$ cat config.mk
export PLATFORM = sky130hd
export DESIGN_NAME = apb_master_bridge
export DESIGN_NICKNAME = d
export VERILOG_FILES = /design/src/rtl/apb_master_bridge.sv
export SDC_FILE = /design/constraint.sdc
export NUM_CORES = 1
export LEC_CHECK = 0
export BUFFER_PORTS_ARGS = -buffer_cell sky130_fd_sc_hd__buf_2
export CAP_MARGIN = 40
export CORE_ASPECT_RATIO = 0.6
export CORE_UTILIZATION = 42
export CTS_BUF_LIST = sky130_fd_sc_hd__clkbuf_2
export DETAILED_ROUTE_END_ITERATION = 6
export GPL_ROUTABILITY_DRIVEN = 1
export PLACE_DENSITY = 0.85
export SLEW_MARGIN = 20
export SYNTH_ARGS = -nofsm -noshare
export SYNTH_HDL_FRONTEND = slang
export SYNTH_SLANG_ARGS = --single-unit
$ cat constraint.sdc
create_clock -name PCLK -period 7.5 [get_ports PCLK]
set_clock_uncertainty 0.1 [all_clocks]
set_input_delay 0.375 -clock PCLK [delete_from_list [all_inputs] [get_ports PCLK]]
set_output_delay 0.375 -clock PCLK [all_outputs]
set_load 0.01 [all_outputs]
$ cat src/rtl/apb_master_bridge.sv
// Single-outstanding APB initiator: one request/response port in, four decoded
// APB slave windows out, with decode-miss and PREADY-timeout error reporting.
module apb_master_bridge #(
  parameter int          TIMEOUT = 16,
  parameter logic [19:0] BASE_HI = 20'h10000
) (
  input  logic        PCLK,
  input  logic        PRESET,
  // Request: accepted on an edge where req && req_ready. The requester holds
  // req/req_write/req_addr/req_wdata until then. rsp_valid pulses once per
  // accepted request, with rsp_rdata/rsp_err valid in that cycle.
  input  logic        req,
  output logic        req_ready,
  input  logic        req_write,
  input  logic [31:0] req_addr,
  input  logic [31:0] req_wdata,
  output logic        rsp_valid,
  output logic [31:0] rsp_rdata,
  output logic        rsp_err,
  output logic [31:0] PADDR,
  output logic [31:0] PWDATA,
  output logic        PWRITE,
  output logic [3:0]  PSEL,
  output logic        PENABLE,
  input  logic [31:0] PRDATA0,
  input  logic [31:0] PRDATA1,
  input  logic [31:0] PRDATA2,
  input  logic [31:0] PRDATA3,
  input  logic [3:0]  PREADY
);

  typedef enum logic [1:0] {S_IDLE, S_SETUP, S_ACCESS, S_ERR} state_t;

  state_t      state, state_nxt;
  logic [7:0]  cnt;
  logic [1:0]  sel_idx;
  logic        hit;
  logic        sel_ready;
  logic        timeout_hit;
  logic [31:0] sel_rdata;

  // Bits [13:12] pick one of the four 4 KB windows; the rest must match the base.
  assign hit         = (req_addr[31:14] == BASE_HI[19:2]);
  assign sel_ready   = PREADY[sel_idx];
  assign timeout_hit = (cnt == 8'(TIMEOUT - 1));
  assign req_ready   = (state == S_IDLE);

  always_comb begin
    sel_rdata = PRDATA0;
    case (sel_idx)
      2'd1:    sel_rdata = PRDATA1;
      2'd2:    sel_rdata = PRDATA2;
      2'd3:    sel_rdata = PRDATA3;
      default: sel_rdata = PRDATA0;
    endcase
  end

  always_comb begin
    state_nxt = state;
    case (state)
      S_IDLE:   if (req) state_nxt = hit ? S_SETUP : S_ERR;
      S_SETUP:  state_nxt = S_ACCESS;
      S_ACCESS: if (sel_ready || timeout_hit) state_nxt = S_IDLE;
      S_ERR:    state_nxt = S_IDLE;
      default:  state_nxt = S_IDLE;
    endcase
  end

  always_ff @(posedge PCLK or posedge PRESET) begin
    if (PRESET) state <= S_IDLE;
    else        state <= state_nxt;
  end

  always_ff @(posedge PCLK or posedge PRESET) begin
    if (PRESET) begin
      PADDR     <= '0;
      PWDATA    <= '0;
      PWRITE    <= 1'b0;
      PSEL      <= '0;
      PENABLE   <= 1'b0;
      rsp_valid <= 1'b0;
      rsp_rdata <= '0;
      rsp_err   <= 1'b0;
      cnt       <= '0;
      sel_idx   <= '0;
    end else begin
      rsp_valid <= 1'b0;
      case (state)
        S_IDLE: begin
          if (req) begin
            PADDR   <= req_addr;
            PWDATA  <= req_wdata;
            PWRITE  <= req_write;
            sel_idx <= req_addr[13:12];
            if (hit) PSEL <= 4'b0001 << req_addr[13:12];
          end
        end
        S_SETUP: begin
          PENABLE <= 1'b1;
          cnt     <= '0;
        end
        S_ACCESS: begin
          if (sel_ready) begin
            PSEL      <= '0;
            PENABLE   <= 1'b0;
            rsp_valid <= 1'b1;
            rsp_err   <= 1'b0;
            rsp_rdata <= PWRITE ? 32'd0 : sel_rdata;
            cnt       <= '0;
          end else if (timeout_hit) begin
            PSEL      <= '0;
            PENABLE   <= 1'b0;
            rsp_valid <= 1'b1;
            rsp_err   <= 1'b1;
            rsp_rdata <= '0;
            cnt       <= '0;
          end else begin
            cnt <= cnt + 8'd1;
          end
        end
        S_ERR: begin
          rsp_valid <= 1'b1;
          rsp_err   <= 1'b1;
          rsp_rdata <= '0;
        end
        default: ;
      endcase
    end
  end

endmodule

==> flow_summary.yaml, run 1 <==
floorplanning:
  core_sq_um: 12400
  die_area_sq_um: 13600
  die_x_um: 150
  dieHeight_um: 90.8
  rows: 31
  num_io_pins: 305
  start_util: 0.444
grt:
  antenna_found_initial: 2
  overflow: 0
  use_met2: 0.490
  grt_pass1_wl_um: 28200
  use_met3: 0.0742
  top_usage_layer: "met2"
  grt_max_degree: 67
  grt_usage: 0.276
  grt_pass1_vias: 5405
  use_met1: 0.318
placement:
  dpl.cell_count: 881
  dp_hpwl_um: 12600
  numPortBuffers: 304
  place.gp.congestion: 0.873
layout:
  final_cell_mix: "buf_2, dfrtp_1, dlygate4sd3_1"
  drive_above_1_share: 0.549
  syn_to_final_growth_pct: 47.6
  mostFrequentLayoutCell: "buf_2"
  nNetsFinal: 1011
  fill_cells: 939
  instances_no_fill: 985
setup_path:
  cp-end-kind: "flop"
  crit_required_ns: 7.91
  crit_arrival_ns: 3.55
  worst_setup_path_start_kind: "flop"
  worstPathMaxFanout: 42
  r2r_cells: 6
  path_class: "reg2reg"
route:
  dr.pass1.iters: 4
  wire_per_inst_um: 18.9
  wl_um: 18700
  viasPerCell: 5.28
  drt_iter0_markers: 174
  drcViolationCount: 0
  num_vias: 5201
  ant_nets: 0
clock_network:
  clk_pin_slew_ns: 0.19
  cts_buffer_depth: 2
  cts_sinks: 114
  cts_tree: "built"
  htreeDepth: 4
  cts_made_buffers: 17
  post_cts_buffers: 0
  clkLatencyLatePin_ns: 0.66
  cts_root_buffer: "clkbuf_2"
timing:
  finalSetupViolCount: 0
  max_slew_margin: 0.414
  finalSetupTns_ns: 0
  max_slew.worst_pin.slew_ns: 0.867
  rsz0062_at_grt: "no"
  hold_viol: 0
  finalCritPeriodShare: 0.418
  slew_violations: 0
  post-route-min-period_ns: 3.14
  fmax_ghz: 0.319
pwr:
  total_power_mw: 2.98
  p_per_area_nw_per_um2: 366
  leakagePower_nw: 3.95
  vdd_drop_max_mv: 0.242
synth:
  async_flop_share: 1.00
  synth_edf_count: 0
  synth.cell_area_sq_um: 5510
  ys_warn_count: 0
  synth.avg_cell_area_sq_um: 12.7
  synth.distinct_cells: 39
  syn_inst: 434
  synthesis.nets: 640
  synth-seq-area-share: 0.517
  postSynth.topFlopCell: "dfrtp_1"
  synth_seq_cells: 114
job:
  cap_violations: 0
worst_hold_path:
  min_delay_path_depth: 4
  hold_path.class: "in2reg"
run_status:
  status: "complete, no violations"
## cell families (layout without fill, tap and decap cells)
group | count (synthesis) | after routing | share of synthesized area
AOI/OAI and AO/OA | 89 | 89 | 0.0899
and+or+nand+nor | 83 | 83 | 0.0715
buffers and inverters | 39 | 423 | 0.0315
adders and majority gates | 6 | 6 | 0.0136
DFF | 114 | 114 | 0.517
xor gates and xnor gates | 2 | 2 | 0.00318
muxes | 101 | 101 | 0.273
other | 0 | 2 | 0
## synthesized netlist by cell type, types with 4 or more instances
master / count / area (sq um)
buf_2: 4 / 20.0
clkbuf_1: 18 / 67.6
dfrtp_1: 114 / 2850
ha_1: 6 / 75.1
inv_1: 10 / 37.5
mux2_2: 65 / 732
mux4_2: 33 / 743
nand2_1: 44 / 165
nand3_1: 11 / 55.1
nor2_1: 6 / 22.5
nor4_1: 5 / 31.3
o211ai_1: 4 / 30.0
o21ai_0: 66 / 330
o21ai_1: 7 / 35.0
or4_1: 4 / 30.0
## worst paths after layout
| kind | from | to | slack [ns] |
|---|---|---|---|
| worst max-delay path | PADDR[12] | rsp_rdata[9] | 4.36 |
| worst min-delay path | PRDATA2[10] | rsp_rdata[10] | 0.09 |
| worst max register to register | PADDR[12] | rsp_rdata[9] | 4.36 |
| max in group asynchronous | PRESET | rsp_rdata[11] | 5.83 |
| worst min register to register | PWDATA[7] | PWDATA[7] | 0.43 |
| min in group asynchronous | PRESET | PADDR[30] | 0.23 |
## sequential cells by signal, summed over array words and instances, names as in the netlist
signal     flops
PADDR         32
PWDATA        32
rsp_rdata     32
cnt            8
PSEL           4
state          2
PENABLE        1
PWRITE         1
rsp_err        1
rsp_valid      1
## layout make-up
cell class              instances  area, sq um  share of cell area
diodes                          2         5.00            0.000615
clock buffers                  17         85.1              0.0105
clock inverters                15          173              0.0212
inverters                      10         40.0             0.00492
multi-input cells             281         2500               0.307
flip-flops and latches        114         2850               0.351
well taps                     165          206              0.0254
repair buffers                381         2280               0.280
## per-stage QoR
stage | hold slack [ns] | setup slack, ns | cell area [sq um] | util
after floorplan | 0.390 | 4.01 | 5510 | -
after global placement | 0.382 | 4.45 | 7170 | 0.577
after detailed placement | 0.388 | 4.32 | 7180 | 0.579
after CTS | 0.00162 | 4.32 | 8120 | 0.654
after global routing | 0.00262 | 4.14 | 8140 | 0.656
final | 0.0873 | 4.36 | 8140 | 0.656
## power breakdown
group / switching [mW] / total [mW] / internal, mW
registers: 0.165 / 1.05 / 0.884
logic: 0.795 / 1.49 / 0.693
clock network: 0.280 / 0.443 / 0.163
total: 1.24 / 2.98 / 1.74
## layer usage
metal | vias up | wire (um)
met1 | 2576 | 7070
met3 | 37 | 1500
met5 | - | 0
met2 | 244 | 9700
li1 | 2344 | -
met4 | 0 | 391
## what timing repair did
item	CTS	global route
gates resized for setup	0	0
hold endpoints to repair	126	1
hold buffers	68	1
## worst max-delay path: stages, from the launching register on
cell and delay, ns:
dfrtp_2 0.38, buf_4 0.50, mux4_2 0.67, a311oi_4 0.22, buf_4 0.39, or2_2 0.52
o21ai_0 0.18
Power figures use the tool's default switching activity.
==> run 2: changes to the inputs <==
PLACE_DENSITY = 0.88   (was 0.85)
clock period = 2.6 ns   (was 7.5 ns; I/O delays follow)
==> run 2 against run 1 <==
Die area unchanged. Design area up 8.5%. Non-clock buffer count up 69. Critical path type unchanged. Sequential power rose to 2.9 times the previous value. Largest power group unchanged. Combinational power rose to 3.2 times the previous value. Flip-flop and latch count unchanged. Global-route usage up 3.1 points.
==> flow_summary.yaml, run 2 (synthesis gave the netlist of run 1 again) <==
run_status:
  status: "complete, no violations"
placement:
  dp_hpwl_um: 12200
  dp_slack_ns: 0.206
  numPortBuffers: 304
  place.gp.congestion: 0.860
layout:
  fill_cells: 825
  mostFrequentLayoutCell: "buf_2"
  syn_to_final_growth_pct: 60.1
  drive_above_1_share: 0.507
  reg_top3: "PADDR (32), PWDATA (32), rsp_rdata (32)"
  final_cell_mix: "buf_2, dlygate4sd3_1, dfrtp_1"
  nNetsFinal: 1080
clock_network:
  clkLatencyLatePin_ns: 0.65
  cts_root_buffer: "clkbuf_2"
  clk_pin_slew_ns: 0.16
  cts_tree: "built"
  cts_sinks: 114
  htreeDepth: 4
  cts_made_buffers: 17
  cts_buffer_depth: 2
setup_path:
  worstPathMaxFanout: 7
  cp-end-kind: "flop"
  crit_required_ns: 3.09
  crit_arrival_ns: 2.98
  path_class: "reg2reg"
  worst_setup_path_start_kind: "flop"
route:
  ant_nets: 0
  wl_um: 20500
  wire_per_inst_um: 19.4
  dr.pass1.iters: 4
  drcViolationCount: 0
  num_vias: 5582
  drt_iter0_markers: 208
  viasPerCell: 5.29
floorplanning:
  start_util: 0.444
  core_sq_um: 12400
  rows: 31
  dieHeight_um: 90.8
  die_x_um: 150
  die_area_sq_um: 13600
  num_io_pins: 305
grt:
  grt_usage: 0.307
  grt_pass1_wl_um: 31200
  grt_max_degree: 115
  grt_pass1_vias: 5855
  overflow: 0
  antenna_found_initial: 3
job:
  cap_violations: 0
timing:
  hold_viol: 0
  rsz0062_at_grt: "no"
  fmax_ghz: 0.401
  max_slew.worst_pin.slew_ns: 0.627
  max_slew_margin: 0.582
  finalSetupViolCount: 0
  finalCritPeriodShare: 0.959
  finalSetupTns_ns: 0
  slew_violations: 0
  setup_slack_ns: 0.107
  post-route-min-period_ns: 2.49
pwr:
  leakagePower_nw: 4.23
  vdd_drop_max_mv: 0.752
  p_per_area_nw_per_um2: 1030
  total_power_mw: 9.07
worst_hold_path:
  hold_path.class: "in2reg"
run 2: changes by cell type in the layout (fill, tap and decap cells not counted), sizes merged:
cell         delta
buf             +3
clkbuf          +1
clkinv          +1
clkinvlp        +4
diode           +1
dlygate4sd3    +67
inv             -7
run 2: layer usage:
metal | part of all wire | GRT usage | wire, um
met3 | 0.084 | 0.0884 | 1720
met1 | 0.37 | 0.350 | 7530
met5 | 0 | 0 | 0
met2 | 0.51 | 0.527 | 10500
met4 | 0.039 | 0.152 | 792
run 2: critical path, stage by stage (launching register included):
cell,delay [ns]
dfrtp_1,0.44
inv_1,0.10
ha_1,0.29
inv_1,0.24
nand4_1,0.18
or4_1,0.43
dlygate4sd3_1,0.58
nand3_1,0.07
run 2: power breakdown:
part	switching, mW	leakage [nW]	internal, mW
registers	0.494	1.43	2.55
clock network	0.735	0.130	0.444
logic	2.45	2.67	2.39
run 2: timing repair:
action | 4_1_cts | 5_1_grt
hold endpoints to repair | 218 | 1
resized for setup | 0 | 1
hold buffers | 134 | 2
setup endpoints to repair | 0 | 10
buffers inserted | 0 | 0
run 2: final timing paths:
path / startpoint / to / slack (ns) / cells past startpoint
min in group asynchronous: PRESET / PWDATA[31] / 0.07 / 4
min reg2reg: rsp_rdata[27] / rsp_rdata[27] / 0.43 / 2
max in group asynchronous: PRESET / PADDR[12] / 1.74 / 4
max: state[0] / PSEL[2] / 0.11 / 7
max reg2reg: state[0] / PSEL[2] / 0.11 / 7
min: PREADY[3] / PENABLE / 0.05 / 5
run 2: metrics by stage:
stage	hold WS, ns	instances	instance area (sq um)	util
6_report	0.0467	1055	8830	0.711
5_1_grt	0.0199	1055	8830	0.711
4_1_cts	0.00338	1050	8800	0.709
3_5_place_dp	0.260	884	7220	0.582
3_3_place_gp	0.252	884	7220	0.582
2_1_floorplan	0.181	434	5520	-
run 2: layout make-up:
type                            count  area, sq um  share of cell area
Clock inverter                     13          138              0.0156
Sequential cell                   114         2850               0.323
Tap cell                          165          206              0.0234
Inverter                           10         41.3             0.00468
Antenna cell                        3         7.51            0.000850
Timing Repair Buffer              450         2990               0.338
Multi-Input combinational cell    281         2500               0.283
Clock buffer                       19         95.1              0.0108
